### src/rtl/mem_port_arbiter.sv
// Two-source (imem/dmem) arbiter onto one in-order memory port, with a tag FIFO for response steering.
// Define MEM_ARB_RR_EN for round-robin arbitration; default is fixed priority (DMEM over IMEM).
module mem_port_arbiter #(
    parameter int DATA_W          = 32,
    parameter int MAX_OUTSTANDING = 4
) (
    input  logic              clk,
    input  logic              rst,
    input  logic              imem_req_vld,
    output logic              imem_req_rdy,
    input  logic [DATA_W-1:0] imem_req,
    output logic              imem_rsp_vld,
    input  logic              imem_rsp_rdy,
    output logic [DATA_W-1:0] imem_rsp,
    input  logic              dmem_req_vld,
    output logic              dmem_req_rdy,
    input  logic [DATA_W-1:0] dmem_req,
    output logic              dmem_rsp_vld,
    input  logic              dmem_rsp_rdy,
    output logic [DATA_W-1:0] dmem_rsp,
    output logic              mem_req_vld,
    input  logic              mem_req_rdy,
    output logic [DATA_W-1:0] mem_req,
    input  logic              mem_rsp_vld,
    output logic              mem_rsp_rdy,
    input  logic [DATA_W-1:0] mem_rsp
);

    localparam int PTR_W = $clog2(MAX_OUTSTANDING);
    localparam logic [PTR_W:0] FULL_CNT = (PTR_W + 1)'(MAX_OUTSTANDING);
    localparam logic IDLE   = 1'b0;
    localparam logic LOCKED = 1'b1;

    logic [PTR_W:0]   count;
    logic [PTR_W-1:0] rd_ptr;
    logic [PTR_W-1:0] wr_ptr;
    logic             tag_mem [MAX_OUTSTANDING];
    logic             lock_st;
    logic             lock_src;
    logic             grant_dmem;
    logic             grant_vld;
    logic             not_full;
    logic             not_empty;
    logic             head_dmem;
    logic             push;
    logic             pop;

`ifdef MEM_ARB_RR_EN
    logic last_grant;

    always_ff @(posedge clk or posedge rst) begin
        if (rst) begin
            last_grant <= 1'b0;
        end else if (push) begin
            last_grant <= grant_dmem;
        end
    end
`endif

    // A stalled request keeps its grant so the forwarded packet cannot change under the memory.
    always_comb begin
        grant_dmem = 1'b0;
        if (lock_st == LOCKED) begin
            grant_dmem = lock_src;
        end else if (imem_req_vld && dmem_req_vld) begin
`ifdef MEM_ARB_RR_EN
            grant_dmem = !last_grant;
`else
            grant_dmem = 1'b1;
`endif
        end else begin
            grant_dmem = dmem_req_vld;
        end
    end

    assign grant_vld = grant_dmem ? dmem_req_vld : imem_req_vld;
    assign not_full  = (count != FULL_CNT);
    assign not_empty = (count != '0);
    assign head_dmem = tag_mem[rd_ptr];

    assign mem_req_vld  = !rst && grant_vld && not_full;
    assign mem_req      = grant_dmem ? dmem_req : imem_req;
    assign imem_req_rdy = mem_req_vld && !grant_dmem && mem_req_rdy;
    assign dmem_req_rdy = mem_req_vld && grant_dmem && mem_req_rdy;
    assign push         = mem_req_vld && mem_req_rdy;

    // With no tag outstanding a response has no owner, so it is held off rather than routed.
    assign imem_rsp_vld = !rst && not_empty && !head_dmem && mem_rsp_vld;
    assign dmem_rsp_vld = !rst && not_empty && head_dmem && mem_rsp_vld;
    assign mem_rsp_rdy  = !rst && not_empty && (head_dmem ? dmem_rsp_rdy : imem_rsp_rdy);
    assign imem_rsp     = mem_rsp;
    assign dmem_rsp     = mem_rsp;
    assign pop          = mem_rsp_vld && mem_rsp_rdy;

    always_ff @(posedge clk or posedge rst) begin
        if (rst) begin
            lock_st  <= IDLE;
            lock_src <= 1'b0;
        end else if (lock_st == IDLE) begin
            if (mem_req_vld && !mem_req_rdy) begin
                lock_st  <= LOCKED;
                lock_src <= grant_dmem;
            end
        end else if (push) begin
            lock_st <= IDLE;
        end
    end

    always_ff @(posedge clk or posedge rst) begin
        if (rst) begin
            count  <= '0;
            rd_ptr <= '0;
            wr_ptr <= '0;
        end else begin
            if (push) wr_ptr <= wr_ptr + 1'b1;
            if (pop)  rd_ptr <= rd_ptr + 1'b1;
            case ({push, pop})
                2'b10:   count <= count + 1'b1;
                2'b01:   count <= count - 1'b1;
                default: count <= count;
            endcase
        end
    end

    always_ff @(posedge clk) begin
        if (push) tag_mem[wr_ptr] <= grant_dmem;
    end

endmodule
### config.mk
export PLATFORM = sky130hd
export DESIGN_NAME = mem_port_arbiter
export DESIGN_NICKNAME = d
export VERILOG_FILES = /design/src/rtl/mem_port_arbiter.sv
export SDC_FILE = /design/constraint.sdc
export NUM_CORES = 1
export LEC_CHECK = 0
export CAP_MARGIN = 20
export CORE_MARGIN = 8
export CORE_UTILIZATION = 26
export DETAILED_ROUTE_END_ITERATION = 10
export PLACE_DENSITY_LB_ADDON = 0.1
export SETUP_SLACK_MARGIN = 0.4
export SLEW_MARGIN = 25
export SYNTH_ARGS = -nofsm -noshare
export SYNTH_HDL_FRONTEND = slang
export SYNTH_SLANG_ARGS = --single-unit
### constraint.sdc
create_clock -name clk -period 2.95 [get_ports clk]
set_clock_uncertainty 0.1 [all_clocks]
set_input_delay 0.885 -clock clk [delete_from_list [all_inputs] [get_ports clk]]
set_output_delay 0.885 -clock clk [all_outputs]
set_load 0.02 [all_outputs]
### Word level (Yosys, flattened, before mapping)

Memories as Yosys holds them, arrays and structs flattened.
Index checks and enable logic that the tools add are counted.

* output and inout port bits: 102
* logic and storage cells: 48
* memories kept: 1
* register bits: 9
* bits of input ports: 104
* bits in writable memories: 4

* bitwise gates (word level): 1
* equal/unequal tests: 3
* reduce and logical (&&, ||, !) cells: 23
* multiplexer cells: 11
* add/sub/neg operators: 4

Memory list
* tag_mem: words 4, bits a word 1, rd ports 1, clocked after Yosys merged registers in 0, wr ports 1, line 37 `logic tag_mem [MAX_OUTSTANDING];`

Operator list (number)
* 32-bit 2-to-1 mux: 1
* 1-bit logical AND: 16
* 1-bit 2-to-1 mux: 9
* 3-bit case mux with 2 select lines: 1
* 2-bit by 1-bit adder with 2-bit output, second input constant: 2
* 1-bit zero test: 4
* 3-bit by 1-bit adder with 3-bit output, second input constant: 1
* 3-bit inequality test, second input constant: 1
* 3-bit nonzero test: 1
* 3-bit by 1-bit subtractor with 3-bit output, second input constant: 1
* 2-bit by 1-bit == test with 1-bit output, second input constant: 1
* 2-bit == test, second input constant: 1
* 2-bit AND reduction: 1
* 2-bit nonzero test: 1
* 1-bit inverter: 1

### Longest topological paths before layout

* depth in word-level cells: 9
* gate-level depth with buffers: 10
* depth with buffers taken out: 10

### Worst setup path before layout

No wires, ideal clock.

* kind: input to output
* from: in dmem_req_vld
* to: out mem_req[12]
* data required time: 1.965 ns
* setup slack: 0.029 ns
* arrival time: 1.936 ns
* buffers on the path: 1
* stages: 3
* path through: mux2i_1 buf_2 mux2_2

* longest elaborated chain between the ends: 4

RTL lines
* start, declared: line 15 `input logic dmem_req_vld,`
* 1-bit logical AND: line 65 `end else if (imem_req_vld && dmem_req_vld) begin`
* 1-bit 2-to-1 mux *: line 65
* 1-bit 2-to-1 mux *: line 63 `if (lock_st == LOCKED) begin`
* 32-bit 2-to-1 mux *: line 82 `assign mem_req = grant_dmem ? dmem_req : imem_req;`
* end, declared: line 23 `output logic [DATA_W-1:0] mem_req,`

Every way passes the cells marked *; elsewhere a longest branch is shown, timed or not.

### Worst setup path in the final report

* from: in dmem_req_vld
* to: out mem_req[5]

Same word-level chain as after synthesis.

==> results.txt <==
* Count of hold buffers inserted by post-cts repair: 0
* Worst reg2reg startpoint: count[0]
- Worst-Skew Late Latency: 0.24 ns
* Placement-stage worst setup slack: -0.746 ns
* Die height: 95.4 um
- The total area inside the core boundary comes to 6240 um^2.
* Power per unit of standard cell area: 843 nW/um^2
- Unique cell type count in the Yosys netlist: 24
* Total number of placement rows: 29
- Dividing the detail-routed via count by the number of cells gives 4.47.
- The pre-antenna-repair detailed-routing pass consisted of 4 iterations.
* P_leak: 1.39 nW
- Initial core utilization: 0.263
* DR top layer: met4
- Register bit total from synthesis: 13
- Of the total synthesized cell area, the portion taken by XOR and XNOR cells is 0.0267.
- Total met3 wirelength after detailed routing: 904 um
* Area taken by flip-flops and latches: 345 um^2
* Part of the power in registers: 0.134
- Largest driver fanout on the critical path: 5
- Commonest cells after routing, fill and taps aside: 65 x sky130_fd_sc_hd__clkdlybuf4s50_1, 43 x sky130_fd_sc_hd__buf_6, 32 x sky130_fd_sc_hd__mux2_4, 22 x sky130_fd_sc_hd__buf_4, 9 x sky130_fd_sc_hd__dfrtp_1
* Final standard cell count with taps included and fillers excluded: 325
- In this run the power spent charging and discharging nets is 0.943 mW.
- The number of antenna diodes in the final layout is 0.
* Total track usage: 0.126
- Measured in cells, the most critical reg-to-reg path has a length of 12.
- Period utilization: 0.998
- Worst voltage drop across the vdd grid: 0.000421 V
- The worst setup path is of the in -> out kind.
* Clock tree from TritonCTS: yes
- STA puts the critical path data required time at 1.97 ns.
- Setup repair after global routing could not meet its margin everywhere.
* Instance count after placement with tap cells included: 306
* Post-place instance area: 2640 um^2
- Of the total synthesized cell area, the portion taken by AND, OR, NAND and NOR gates is 0.0802.
- Fin. max-slew vios: 0
- Clock slew seen by the registers of the worst setup and hold paths: 0.06 ns
* Multiplexer share of the synthesized area: 0.275
- Measured against its own limit, the worst slew margin works out to 0.744.
- Cell chosen for the clock root: sky130_fd_sc_hd__clkbuf_8
- Mapped Avg Cell Area: 9.64 um^2
- Of the total power, the share spent switching nets is 0.372.
* Sink count of the clock tree: 13
* Comb power frac: 0.805
- After synthesis, the largest family of logic cells by area is buffers and inverters.
- The worst setup path is captured at a primary output.
- Leaving out fill and tap cells, the most frequent cell in the layout is sky130_fd_sc_hd__clkdlybuf4s50_1.
- In the final routing, the length of wire on met1 measures 2230 um.
* Cell depth of the worst min-delay path: 1
* Global placer's final weighted congestion: 0.875
- After technology mapping, the gate count stands at 170.
- At the worst endpoint, the arrival time is 1.96 ns.
- Port Buffers: 109
- Initial DRC Count: 25
* Sort of element at the start of the critical path: input port
* Outcome: finished clean
* Number of buffers inserted during clock tree synthesis: 3
- First-pass GRT wire length: 8830 um
- Adder-cell share of the synthesized area: 0.0504
- For hold timing, the worst endpoint is count[2].
* Area of the multi-input gates: 973 um^2
- After detailed routing, the total wire length is 6370 um.
- Final net count: 359
- Vias in the first global route: 1,474
* ANT nets after route: 0
* Fraction of final layout cells sized beyond drive strength 1: 0.520
- After detailed routing, the number of remaining DRC violations is 0.
- Static timing analysis puts the maximum clock frequency at 0.340 GHz.
- The endpoint identified for the worst register-to-register timing path is count[2].
* Worst hold path class: reg -> reg
- Entering global routing, the biggest net connects 10 pins.
* Overall overflow remaining after global route: 0
- The worst hold path begins at count[2].
* Fill cell count: 561
* Synthesis Warnings: 0
- In this run the number of H-tree levels came out at 1.
- The die covers 9100 um^2.
* Internal power of the cells: 1.59 mW
* Syn Std Cell Area: 1640 um^2
- The final hold violation count came to 0.
- With fillers left out, the area of the finished cells amounts to 3000 um^2.
* Complex-gate fraction of the synthesized area: 0.0336
* Total of max-cap violations: 0
- In the post-route analysis, the smallest setup slack over all paths is 0.00648 ns.
- Syn_nets: 280
- Count of pins on the block boundary: 206
- The initial antenna violation count was 0.
- After detailed routing, the met2 layer carries 3170 um of wire.
- After layout, the minimum clock period comes to 2.94 ns.
- The share of the Yosys chip area taken by registers is 0.211.
- Setup violations remaining at the end of the flow were counted as 0.
- Routed via count: 1,454
- Clock Tree Buf Depth: 2
* Worst-Margin Slew: 0.383 ns
- Die width: 95.4 um
- Part of the total power dissipated in the clock network: 0.062
- For flop-to-flop paths, the worst setup slack is 0.45 ns.
* P&R area growth vs syn: 83.3%
* HPWL after DPL: 5100 um
- After detailed routing, the average wire length per cell comes to 19.6 um.
## per-stage QoR
step	util	hold WS [ns]	power, mW	TNS, ns
2_1_floorplan	-	0.349	1.41	0
3_3_place_gp	0.423	0.366	1.85	-26.14
3_5_place_dp	0.423	0.404	1.88	-26.46
4_1_cts	0.474	0.420	2.52	0
5_1_grt	0.481	0.441	2.67	-0.136
6_report	0.481	0.408	2.53	0
## worst max-delay path by stage
| stage | startpoint | slack, ns | to |
|---|---|---|---|
| after floorplan | dmem_req_vld | 0.20 | count[2] |
| after global placement | dmem_req_vld | -0.73 | mem_req[28] |
| after detailed placement | dmem_req_vld | -0.75 | mem_req[21] |
| after CTS | dmem_req_vld | 0.02 | mem_req[5] |
| after global routing | dmem_req_vld | -0.03 | mem_req[5] |
| final | dmem_req_vld | 0.006 | mem_req[5] |
## kinds of logic after synthesis
logic type               Yosys count
AND/OR/NAND/NOR                   25
multiplexers                      41
buffers and inverters             75
adder cells (fa/ha/maj)            6
flip-flops                        13
AO/OA/AOI/OAI                      5
XOR/XNOR                           5
## registers in the layout (all words and copies together) (netlist names), named ones only
register	cells
tag_mem	4
rd_ptr	2
lock_src	1
count	3
wr_ptr	2
## per-layer routing
metal	track usage	vias to the layer above
met5	0	-
met4	0.0397	0
met3	0.0496	7
met2	0.220	118
met1	0.136	662
li1	-	667
## area by class of cell
| cell class | instances | area share |
|---|---|---|
| clock buffers | 3 | 0.0137 |
| clock inverters | 1 | 0.00167 |
| inverters | 8 | 0.0137 |
| multi-input cells | 82 | 0.324 |
| flip-flops and latches | 13 | 0.115 |
| well taps | 77 | 0.0321 |
| repair buffers | 141 | 0.500 |
## critical path, stage by stage
cell	delay [ns]
sky130_fd_sc_hd__buf_6	0.10
sky130_fd_sc_hd__mux2i_4	0.19
sky130_fd_sc_hd__buf_6	0.13
sky130_fd_sc_hd__buf_6	0.10
sky130_fd_sc_hd__buf_16	0.12
sky130_fd_sc_hd__mux2_4	0.30
sky130_fd_sc_hd__buf_6	0.13
## synth_stat cells (all sizes together)
cell / count / area, um^2
and3: 6 / 37.5
inv: 8 / 30.0
edfxtp: 4 / 120
nand3: 3 / 15.0
xnor2: 2 / 17.5
mux2i: 9 / 90.1
buf: 67 / 500
a2111oi: 1 / 27.5
mux2: 32 / 360
and2: 2 / 13.8
ha: 5 / 62.6
xor2: 3 / 26.3
dfrtp: 9 / 225
o21ai: 2 / 10.0
or3: 1 / 6.26
nand2: 1 / 3.75
nor2b: 1 / 6.26
o31ai: 1 / 7.51
nor2: 9 / 33.8
nor3b: 2 / 15.0
fa: 1 / 20.0
a32o: 1 / 10.0
## repair_timing
item,CTS,global route
resized for setup,259,9
gates cloned,4,0
endpoints found under the setup margin,41,40
setup buffers,9,2
pin swaps,7,5
## power by group through the flow
stage                     Sequential, mW  Clock, mW  Combinational [mW]
after floorplan                    0.330          0                1.08
after global placement             0.333          0                1.52
after detailed placement           0.339          0                1.54
after CTS                          0.339      0.162                2.02
after global routing               0.348      0.174                2.15
final                              0.339      0.156                2.04
Power figures use the tool's default switching activity.
